$ cat config.mk
export PLATFORM = sky130hd
export DESIGN_NAME = sha256_round_engine
export DESIGN_NICKNAME = d
export VERILOG_FILES = /design/src/rtl/sha256_pkg.sv /design/src/rtl/sha256_round.sv /design/src/rtl/sha256_round_engine.sv
export SDC_FILE = /design/constraint.sdc
export NUM_CORES = 1
export LEC_CHECK = 0
export CAP_MARGIN = 15
export CORE_ASPECT_RATIO = 1.2
export CORE_MARGIN = 5
export CORE_UTILIZATION = 51
export CTS_BUF_LIST = sky130_fd_sc_hd__clkbuf_8 sky130_fd_sc_hd__clkbuf_16
export CTS_CLUSTER_DIAMETER = 120
export DETAILED_ROUTE_END_ITERATION = 16
export PLACE_DENSITY = 0.76
export SETUP_SLACK_MARGIN = 0.15
export SLEW_MARGIN = 10
export SYNTH_ARGS = -nofsm -noshare
export SYNTH_HDL_FRONTEND = slang
export SYNTH_HIERARCHICAL = 1
export SYNTH_SLANG_ARGS = --single-unit
$ cat constraint.sdc
create_clock -name clk -period 9.6 [get_ports clk]
set_clock_uncertainty 0.15 [all_clocks]
set_input_delay 1.92 -clock clk [delete_from_list [all_inputs] [get_ports clk]]
set_output_delay 1.92 -clock clk [all_outputs]
set_load 0.02 [all_outputs]
$ cat src/rtl/sha256_pkg.sv
// rtl/sha256_pkg.sv - shared SHA-256 constants, FSM state type and round helper functions
package sha256_pkg;

    // Engine sequencing states
    typedef enum logic [1:0] {
        ST_IDLE     = 2'd0,
        ST_EXPAND   = 2'd1,
        ST_COMPRESS = 2'd2,
        ST_DONE     = 2'd3
    } state_t;

    // Initial hash value loaded into the working registers on reset/restart
    localparam logic [31:0] IV_A = 32'h6a09e667;
    localparam logic [31:0] IV_B = 32'hbb67ae85;
    localparam logic [31:0] IV_C = 32'h3c6ef372;
    localparam logic [31:0] IV_D = 32'ha54ff53a;
    localparam logic [31:0] IV_E = 32'h510e527f;
    localparam logic [31:0] IV_F = 32'h9b05688c;
    localparam logic [31:0] IV_G = 32'h1f83d9ab;
    localparam logic [31:0] IV_H = 32'h5be0cd19;

    // Rotate right by a constant amount (1..31)
    function automatic logic [31:0] rotr(input logic [31:0] x, input int unsigned n);
        return (x >> n) | (x << (32 - n));
    endfunction

    function automatic logic [31:0] big_s0(input logic [31:0] x);
        return rotr(x, 2) ^ rotr(x, 13) ^ rotr(x, 22);
    endfunction

    function automatic logic [31:0] big_s1(input logic [31:0] x);
        return rotr(x, 6) ^ rotr(x, 11) ^ rotr(x, 25);
    endfunction

    function automatic logic [31:0] ch(input logic [31:0] x, input logic [31:0] y,
                                       input logic [31:0] z);
        return (x & y) ^ (~x & z);
    endfunction

    function automatic logic [31:0] maj(input logic [31:0] x, input logic [31:0] y,
                                        input logic [31:0] z);
        return (x & y) ^ (x & z) ^ (y & z);
    endfunction

endpackage

$ cat src/rtl/sha256_round.sv
// rtl/sha256_round.sv - combinational single SHA-256 compression round
module sha256_round
    import sha256_pkg::*;
(
    input  logic [31:0] i_a,
    input  logic [31:0] i_b,
    input  logic [31:0] i_c,
    input  logic [31:0] i_d,
    input  logic [31:0] i_e,
    input  logic [31:0] i_f,
    input  logic [31:0] i_g,
    input  logic [31:0] i_h,
    input  logic [31:0] i_w,
    input  logic [31:0] i_k,
    output logic [31:0] o_a,
    output logic [31:0] o_b,
    output logic [31:0] o_c,
    output logic [31:0] o_d,
    output logic [31:0] o_e,
    output logic [31:0] o_f,
    output logic [31:0] o_g,
    output logic [31:0] o_h
);

    logic [31:0] w_t1;
    logic [31:0] w_t2;

    // Round temporaries; all additions wrap modulo 2^32
    always_comb begin
        w_t1 = i_h + big_s1(i_e) + ch(i_e, i_f, i_g) + i_k + i_w;
        w_t2 = big_s0(i_a) + maj(i_a, i_b, i_c);
    end

    // Shift the register file down one slot, injecting the new a and e
    always_comb begin
        o_a = w_t1 + w_t2;
        o_b = i_a;
        o_c = i_b;
        o_d = i_c;
        o_e = i_d + w_t1;
        o_f = i_e;
        o_g = i_f;
        o_h = i_g;
    end

endmodule

$ cat src/rtl/sha256_round_engine.sv
// rtl/sha256_round_engine.sv - SHA-256 expansion/compression sequencer with working registers
module sha256_round_engine
    import sha256_pkg::*;
#(
    parameter int NUM_ROUNDS = 64
) (
    input  logic        clk,
    input  logic        n_rst,
    input  logic        restart,
    input  logic [31:0] w_i,
    input  logic [31:0] k_i,
    output logic [6:0]  e_count,
    output logic [6:0]  c_count,
    output logic        e_complete,
    output logic        c_complete,
    output logic        busy,
    output logic [31:0] a,
    output logic [31:0] b,
    output logic [31:0] c,
    output logic [31:0] d,
    output logic [31:0] e,
    output logic [31:0] f,
    output logic [31:0] g,
    output logic [31:0] h
);

    localparam logic [6:0] LAST_IDX = 7'(NUM_ROUNDS - 1);

    state_t      r_state;
    logic [6:0]  r_e_count;
    logic [6:0]  r_c_count;
    logic [31:0] r_a, r_b, r_c, r_d, r_e, r_f, r_g, r_h;
    logic [31:0] w_na, w_nb, w_nc, w_nd, w_ne, w_nf, w_ng, w_nh;

    sha256_round u_round (
        .i_a (r_a),
        .i_b (r_b),
        .i_c (r_c),
        .i_d (r_d),
        .i_e (r_e),
        .i_f (r_f),
        .i_g (r_g),
        .i_h (r_h),
        .i_w (w_i),
        .i_k (k_i),
        .o_a (w_na),
        .o_b (w_nb),
        .o_c (w_nc),
        .o_d (w_nd),
        .o_e (w_ne),
        .o_f (w_nf),
        .o_g (w_ng),
        .o_h (w_nh)
    );

    // Sequencer: reset beats restart, restart beats everything else; rounds only in COMPRESS
    always_ff @(posedge clk or posedge n_rst) begin
        if (n_rst) begin
            r_state   <= ST_IDLE;
            r_e_count <= 7'd0;
            r_c_count <= 7'd0;
            r_a <= IV_A; r_b <= IV_B; r_c <= IV_C; r_d <= IV_D;
            r_e <= IV_E; r_f <= IV_F; r_g <= IV_G; r_h <= IV_H;
        end else if (restart) begin
            r_state   <= ST_EXPAND;
            r_e_count <= 7'd0;
            r_c_count <= 7'd0;
            r_a <= IV_A; r_b <= IV_B; r_c <= IV_C; r_d <= IV_D;
            r_e <= IV_E; r_f <= IV_F; r_g <= IV_G; r_h <= IV_H;
        end else begin
            case (r_state)
                ST_EXPAND: begin
                    if (r_e_count == LAST_IDX) begin
                        r_state   <= ST_COMPRESS;
                        r_c_count <= 7'd0;
                    end else begin
                        r_e_count <= r_e_count + 7'd1;
                    end
                end
                ST_COMPRESS: begin
                    r_a <= w_na; r_b <= w_nb; r_c <= w_nc; r_d <= w_nd;
                    r_e <= w_ne; r_f <= w_nf; r_g <= w_ng; r_h <= w_nh;
                    if (r_c_count == LAST_IDX) begin
                        r_state <= ST_DONE;
                    end else begin
                        r_c_count <= r_c_count + 7'd1;
                    end
                end
                default: begin
                end
            endcase
        end
    end

    // Status flags decode directly from registered state and counters
    always_comb begin
        busy       = (r_state == ST_EXPAND) || (r_state == ST_COMPRESS);
        e_complete = (r_state == ST_EXPAND) && (r_e_count == LAST_IDX);
        c_complete = (r_state == ST_DONE);
        e_count    = r_e_count;
        c_count    = r_c_count;
        a = r_a; b = r_b; c = r_c; d = r_d;
        e = r_e; f = r_f; g = r_g; h = r_h;
    end

endmodule

# Word level (Yosys, flattened, before mapping)

Cells that the tools add are included.

Flip-flop bits (word level): 272
Bits of input ports: 67
Output and inout bits: 273
Word-level logic and storage cells: 83

$add $sub $neg: 9
Eq/ne operators: 9
Muxes and demuxes: 27
Bitwise logic cells: 19
Reduce and logical (&&, ||, !) cells: 8

Operators by type and width:

| cell                | number |
|---|---|
| $mux 32             | 16 |
| $add 32x32->32      | 7 |
| $xor 32x32->32      | 7 |
| $and 32x32->32      | 5 |
| $mux 7              | 6 |
| $not 32->32         | 1 |
| $or 10x32->32       | 1 |
| $or 19x32->32       | 1 |
| $or 21x32->32       | 1 |
| $or 26x32->32       | 1 |
| $or 30x32->32       | 1 |
| $or 7x32->32        | 1 |
| $add 7x1->7 const B | 2 |
| $eq 7x6->1 const B  | 2 |
| $pmux 7 s2          | 1 |
| $ne 3x3->1 const B  | 3 |
| $mux 2              | 3 |
| $reduce_and 3->1    | 2 |
| $eq 2x2->1 const B  | 2 |
| $pmux 2 s2          | 1 |
| $reduce_bool 2->1   | 2 |
| $reduce_bool 3->1   | 1 |
| $eq 2x1->1 const B  | 1 |
| $ne 2x2->1 const B  | 1 |
| 3 further kinds     | 3 |

# Depth between registers and ports, before layout

Gate-level depths: netlist of the first run.

Word-level depth: 10
Gate-level depth with buffers: 28
Mapped depth without buffers: 28

# Modules after synthesis

Netlist of the first run, hierarchy kept.

Modules (own cells, without submodules):

| module              | times used | cells an instance | area each (sq um) | seq. area each (sq um) |
|---|---|---|---|---|
| sha256_round_engine | 1          | 936               | 11472.3           | 6976.7 |
| sha256_round        | 1          | 1377              | 11209.5           | 0.0 |

# Least setup slack after synthesis of the first run

OpenSTA, ideal clock, no wires.

Path kind: input -> register
Start point: in w_i[1]
End point: reg r_a[30], in the netlist a[30]
Library setup time: 82 ps
Arrival: 8080 ps
Required time: 9368 ps
Slack: 1288 ps
Stages on the path: 28
Path buffers: 0
Cells stage by stage: inv_1 > fa_1 > fa_1 > inv_1 > fa_1 > ha_1 > fa_1 > a211oi_1 > o21ai_1 > o21ai_0 > a21oi_1 > o21ai_1 > a21boi_0 > nor4_1 > nor3_1 > fa_1 > inv_1 > ha_1 > a211oi_1 > nor2_1 > o41ai_1 > a21oi_1 > o41ai_2 > o2111ai_1 > a21oi_1 > xnor2_1 > and2_1 > a211o_1

Longest elaborated chain between the ends: 4

Ends and longest elaborated chain:

| element              | line                      | source |
|---|---|---|
| from (decl)          | sha256_round_engine.sv:10 | `input logic [31:0] w_i,` |
| $add 32x32->32       | sha256_round.sv:30        | `w_t1 = i_h + big_s1(i_e) + ch(i_e, i_f, i_g) + i_k + i_w;` |
| $add 32x32->32       | sha256_round.sv:36        | `o_a = w_t1 + w_t2;` |
| via w_na[30]         | sha256_round_engine.sv:33 | `logic [31:0] w_na, w_nb, w_nc, w_nd, w_ne, w_nf, w_ng, w_nh;` |
| $mux 32              | sha256_round_engine.sv:71 | `case (r_state)` |
| $mux 32              | sha256_round_engine.sv:64 | `end else if (restart) begin` |
| to (signal assigned) | sha256_round_engine.sv:81 | `r_a <= w_na; r_b <= w_nb; r_c <= w_nc; r_d <= w_nd;` |
| to (decl)            | sha256_round_engine.sv:32 | `logic [31:0] r_a, r_b, r_c, r_d, r_e, r_f, r_g, r_h;` |

The timed path passes the listed nets, and every way through them passes these cells. The select of a mux whose other input is x is not followed.
A chain may end at the register's enable or synchronous reset.

# Worst setup path after layout of the first run

Ends and elaborated chain as after synthesis.

==> impl_metrics.json, run 1 <==
{
  "outcome": "completed",
  "drc_errors": 0,
  "setup_viol": 0,
  "ff_latch_area_mm2": 0.00698,
  "dp_hpwl_um": 51100,
  "holdCritStartpoint": "h[12]",
  "cp-end-kind": "flop",
  "period_share": 0.925,
  "arrival_ns": 9.23,
  "synth.top_cell.area_share": 0.158,
  "clock.fmax_mhz": 113,
  "r2r_start": "h[3]",
  "multiInputGateArea_mm2": 0.0130,
  "drt_wl_total_um": 67000,
  "synth-compound-area-share": 0.151,
  "io_pins": 340,
  "clk_pin_slew_worst_paths_ns": 0.07,
  "ys_ff_latch": 272,
  "yosys.area.top_type": "dfstp_2",
  "gp_congestion": 0.950,
  "drv_slew": 0,
  "min_path_cells": 2,
  "ys_seq_area_frac": 0.308,
  "core_mm2": 0.0439,
  "die_h_um": 241,
  "grt_start_max_net_pins": 162,
  "cp-start-kind": "input pin",
  "cts_setup_buffers": 0,
  "synth_top_family_by_area": "adder cells",
  "tns_ns": 0,
  "worstPathMaxFanout": 5,
  "fin_ws_ns": 0.718,
  "crit_slowest_cell": "fa_1",
  "whs_endpoint": "h[12]",
  "portBuffers": 339,
  "wl_per_cell_um": 22.3,
  "drtPass1Iterations": 5,
  "drt_iter0_markers": 1155,
  "synthSimpleGateAreaFrac": 0.0982,
  "cts.sinks": 272,
  "path_class": "in -> reg",
  "insertedDiodeCount": 0,
  "final_nets": 2712,
  "drive_above_1_share": 0.106,
  "synthAdderAreaFrac": 0.165,
  "fill_cells": 3692,
  "core.rowCount": 84,
  "regToRegEndpoint": "a[30]",
  "min_path_type": "reg -> reg",
  "synth-xor-area-share": 0.0889,
  "period_minus_slack_ns": 8.88,
  "crit_required_ns": 9.95,
  "reg2regPathDepth": 27,
  "max-slew-margin-rel": 0.317,
  "dp_slack_ns": 0.218,
  "ir_drop_v": 0.000191,
  "syn_area_mm2": 0.0227,
  "slowest_delay_ns": 0.51,
  "ys.warnings.count": 6,
  "postCtsHoldBufs": 0,
  "via_per_inst": 5.66,
  "p_leak_nw": 11.0,
  "synth_edf_count": 0,
  "r2r_setup_slack_ns": 1.95,
  "powerDensity_mw_per_mm2": 204,
  "grt-ovfl-total": 0,
  "ys_types": 78,
  "floorplan.initialDensity": 0.516,
  "maxCapViolCount": 0,
  "synth.avg_cell_area_um2": 9.81,
  "first_global_vias": 17399,
  "cts_made_buffers": 29,
  "yosys-top-cells-area": "dfstp_2 16%, dfrtp_1 15%, fa_1 11%, buf_4 6.4%, xnor2_1 6.1%",
  "drtAntennaViolNets": 0,
  "grt_util_all_layers": 0.268,
  "post_cts_resize_count": 0,
  "num_vias": 16998,
  "synth_ff_type": "dfstp_2",
  "crit_top_cell": "fa_1",
  "cts_tree": "yes",
  "antenna_found_initial": 0,
  "synth_fp_nets": 2603,
  "cts_root_buf": "clkbuf_16",
  "syn_to_final_growth_pct": 15.6,
  "synth_mux_area_frac": 0.0696,
  "async_flop_share": 1.00,
  "clk_path_buf_depth": 3,
  "fp.dieArea_mm2": 0.0488,
  "grt_pass1_wl_um": 103000,
  "rsz0062_at_grt": "false",
  "worstSkewPairLatency_ns": 0.58,
  "htree_levels": 1,
  "final-hold-violation-count": 0,
  "die_w_um": 203,
  "synthCells": 2313,
  "tightest_slew_ns": 1.02
}
-- placed cells by master (no fill, tap or decap), types with 5 or more instances in the layout --
cell type	n
nand2b_1	10
nand2_1	41
a41oi_1	5
a21oi_1	77
nor2b_1	82
clkdlybuf4s50_1	338
xnor2_1	158
mux2i_1	125
o211ai_1	10
o21bai_1	14
dfstp_2	136
a211o_1	137
buf_4	11
fa_1	125
clkbuf_16	29
o21a_1	10
ha_1	97
a31oi_1	9
a21o_1	60
and3_1	10
clkbuf_8	6
dfrtp_1	136
mux2_2	29
xor2_1	67
a211oi_1	15
and2_0	6
and2_1	58
nor3_1	18
nand3_1	14
nor2_1	162
bufinv_16	7
clkinv_2	5
inv_1	254
nand4_1	10
o21ai_0	84
-- through the flow --
step                hold slack (ns)  utilization  power, mW  cells  cell area [um^2]
finish                        0.409        0.597       5.35   3004             26200
global route                  0.439        0.597       5.72   3004             26200
CTS                           0.406        0.597       5.33   3004             26200
detailed placement            0.388        0.572       4.02   2950             25100
floorplan                     0.362            -       3.31   2313             22700
global placement              0.380        0.572       3.99   2950             25100
-- synthesized netlist by cell type, types with 4 or more instances --
| cell | count |
|---|---|
| a211o_1 | 137 |
| inv_1 | 252 |
| nand4_1 | 10 |
| or2_2 | 4 |
| a21boi_0 | 4 |
| and2_1 | 58 |
| a31o_2 | 4 |
| a21o_1 | 60 |
| o211ai_1 | 10 |
| clkbuf_1 | 62 |
| fa_1 | 125 |
| nor2_1 | 162 |
| dfstp_2 | 136 |
| nand2_1 | 41 |
| nor2b_1 | 82 |
| o21bai_1 | 14 |
| or3_1 | 4 |
| nor3_1 | 18 |
| buf_4 | 193 |
| nand3_1 | 14 |
| o21a_1 | 10 |
| xnor2_1 | 158 |
| buf_2 | 16 |
| a211oi_1 | 15 |
| a41oi_1 | 5 |
| dfrtp_1 | 136 |
| o2111ai_1 | 4 |
| mux2i_1 | 125 |
| nand2b_1 | 10 |
| and3_1 | 10 |
| a21oi_1 | 77 |
| mux2_2 | 29 |
| xor2_1 | 67 |
| ha_1 | 98 |
| o21ai_0 | 84 |
| a31oi_1 | 9 |
| and2_0 | 6 |
-- kinds of logic (layout without fill, tap and decap cells) --
logic type,count (synthesis),in the layout
multiplexers,154,154
buffers and inverters,526,658
adder cells (fa/ha/maj),225,225
AND/OR/NAND/NOR,437,437
XOR/XNOR,227,227
flip-flops,272,272
AO/OA/AOI/OAI,472,472
-- how the worst max path moves through the flow --
| stage | slack [ns] | startpoint | end | cells after the start |
|---|---|---|---|---|
| detailed placement | 0.22 | w_i[1] | a[30] | 29 |
| global route | 0.25 | w_i[1] | a[30] | 29 |
| global placement | 0.35 | w_i[1] | a[30] | 29 |
| CTS | 0.81 | w_i[1] | a[30] | 29 |
| floorplan | 0.26 | n_rst | a[11] | 1 |
| finish | 0.72 | w_i[1] | a[30] | 29 |
-- power breakdown --
group / total (mW) / internal, mW / leakage (nW) / switching, mW
Sequential: 1.15 / 1.15 / 3.32 / 0.00130
Clock: 1.27 / 0.778 / 0.541 / 0.494
Combinational: 2.93 / 1.19 / 7.16 / 1.74
Total: 5.35 / 3.12 / 11.0 / 2.23
-- sequential cells by signal, summed over array words and instances, names as in the netlist --
register / cells
g: 32
h: 32
a: 32
c: 32
c_count: 7
b: 32
e_count: 7
e: 32
f: 32
d: 32
r_state: 2
-- metal layers --
metal  routed length (um)  track usage  share of wire
met1                28300        0.353           0.42
met2                32200        0.456           0.48
met3                 4010       0.0395          0.060
met4                 2540       0.0936          0.038
met5                    0            0              0
-- critical path: cells and delay by family --
kind	cells	cell delay, ns
buffers and inverters	4	0.59
xor gates and xnor gates	1	0.08
AOI/OAI and AO/OA	13	2.85
adders and majority gates	7	3.04
and+or+nand+nor	4	0.76
-- final cells by class --
cell class              count  share of cell area
clock buffers              34              0.0303
clock inverters            20              0.0110
inverters                 253              0.0365
multi-input cells        1515               0.496
flip-flops and latches    272               0.266
well taps                 559              0.0267
repair buffers            351               0.134
Power figures use the tool's default switching activity.
==> run 2: changes to the inputs <==
ABC_CLOCK_PERIOD_IN_PS = 9600   (was default)
==> results of run 2 <==
Final layout, timing and power as in run 1 (identical DEF).
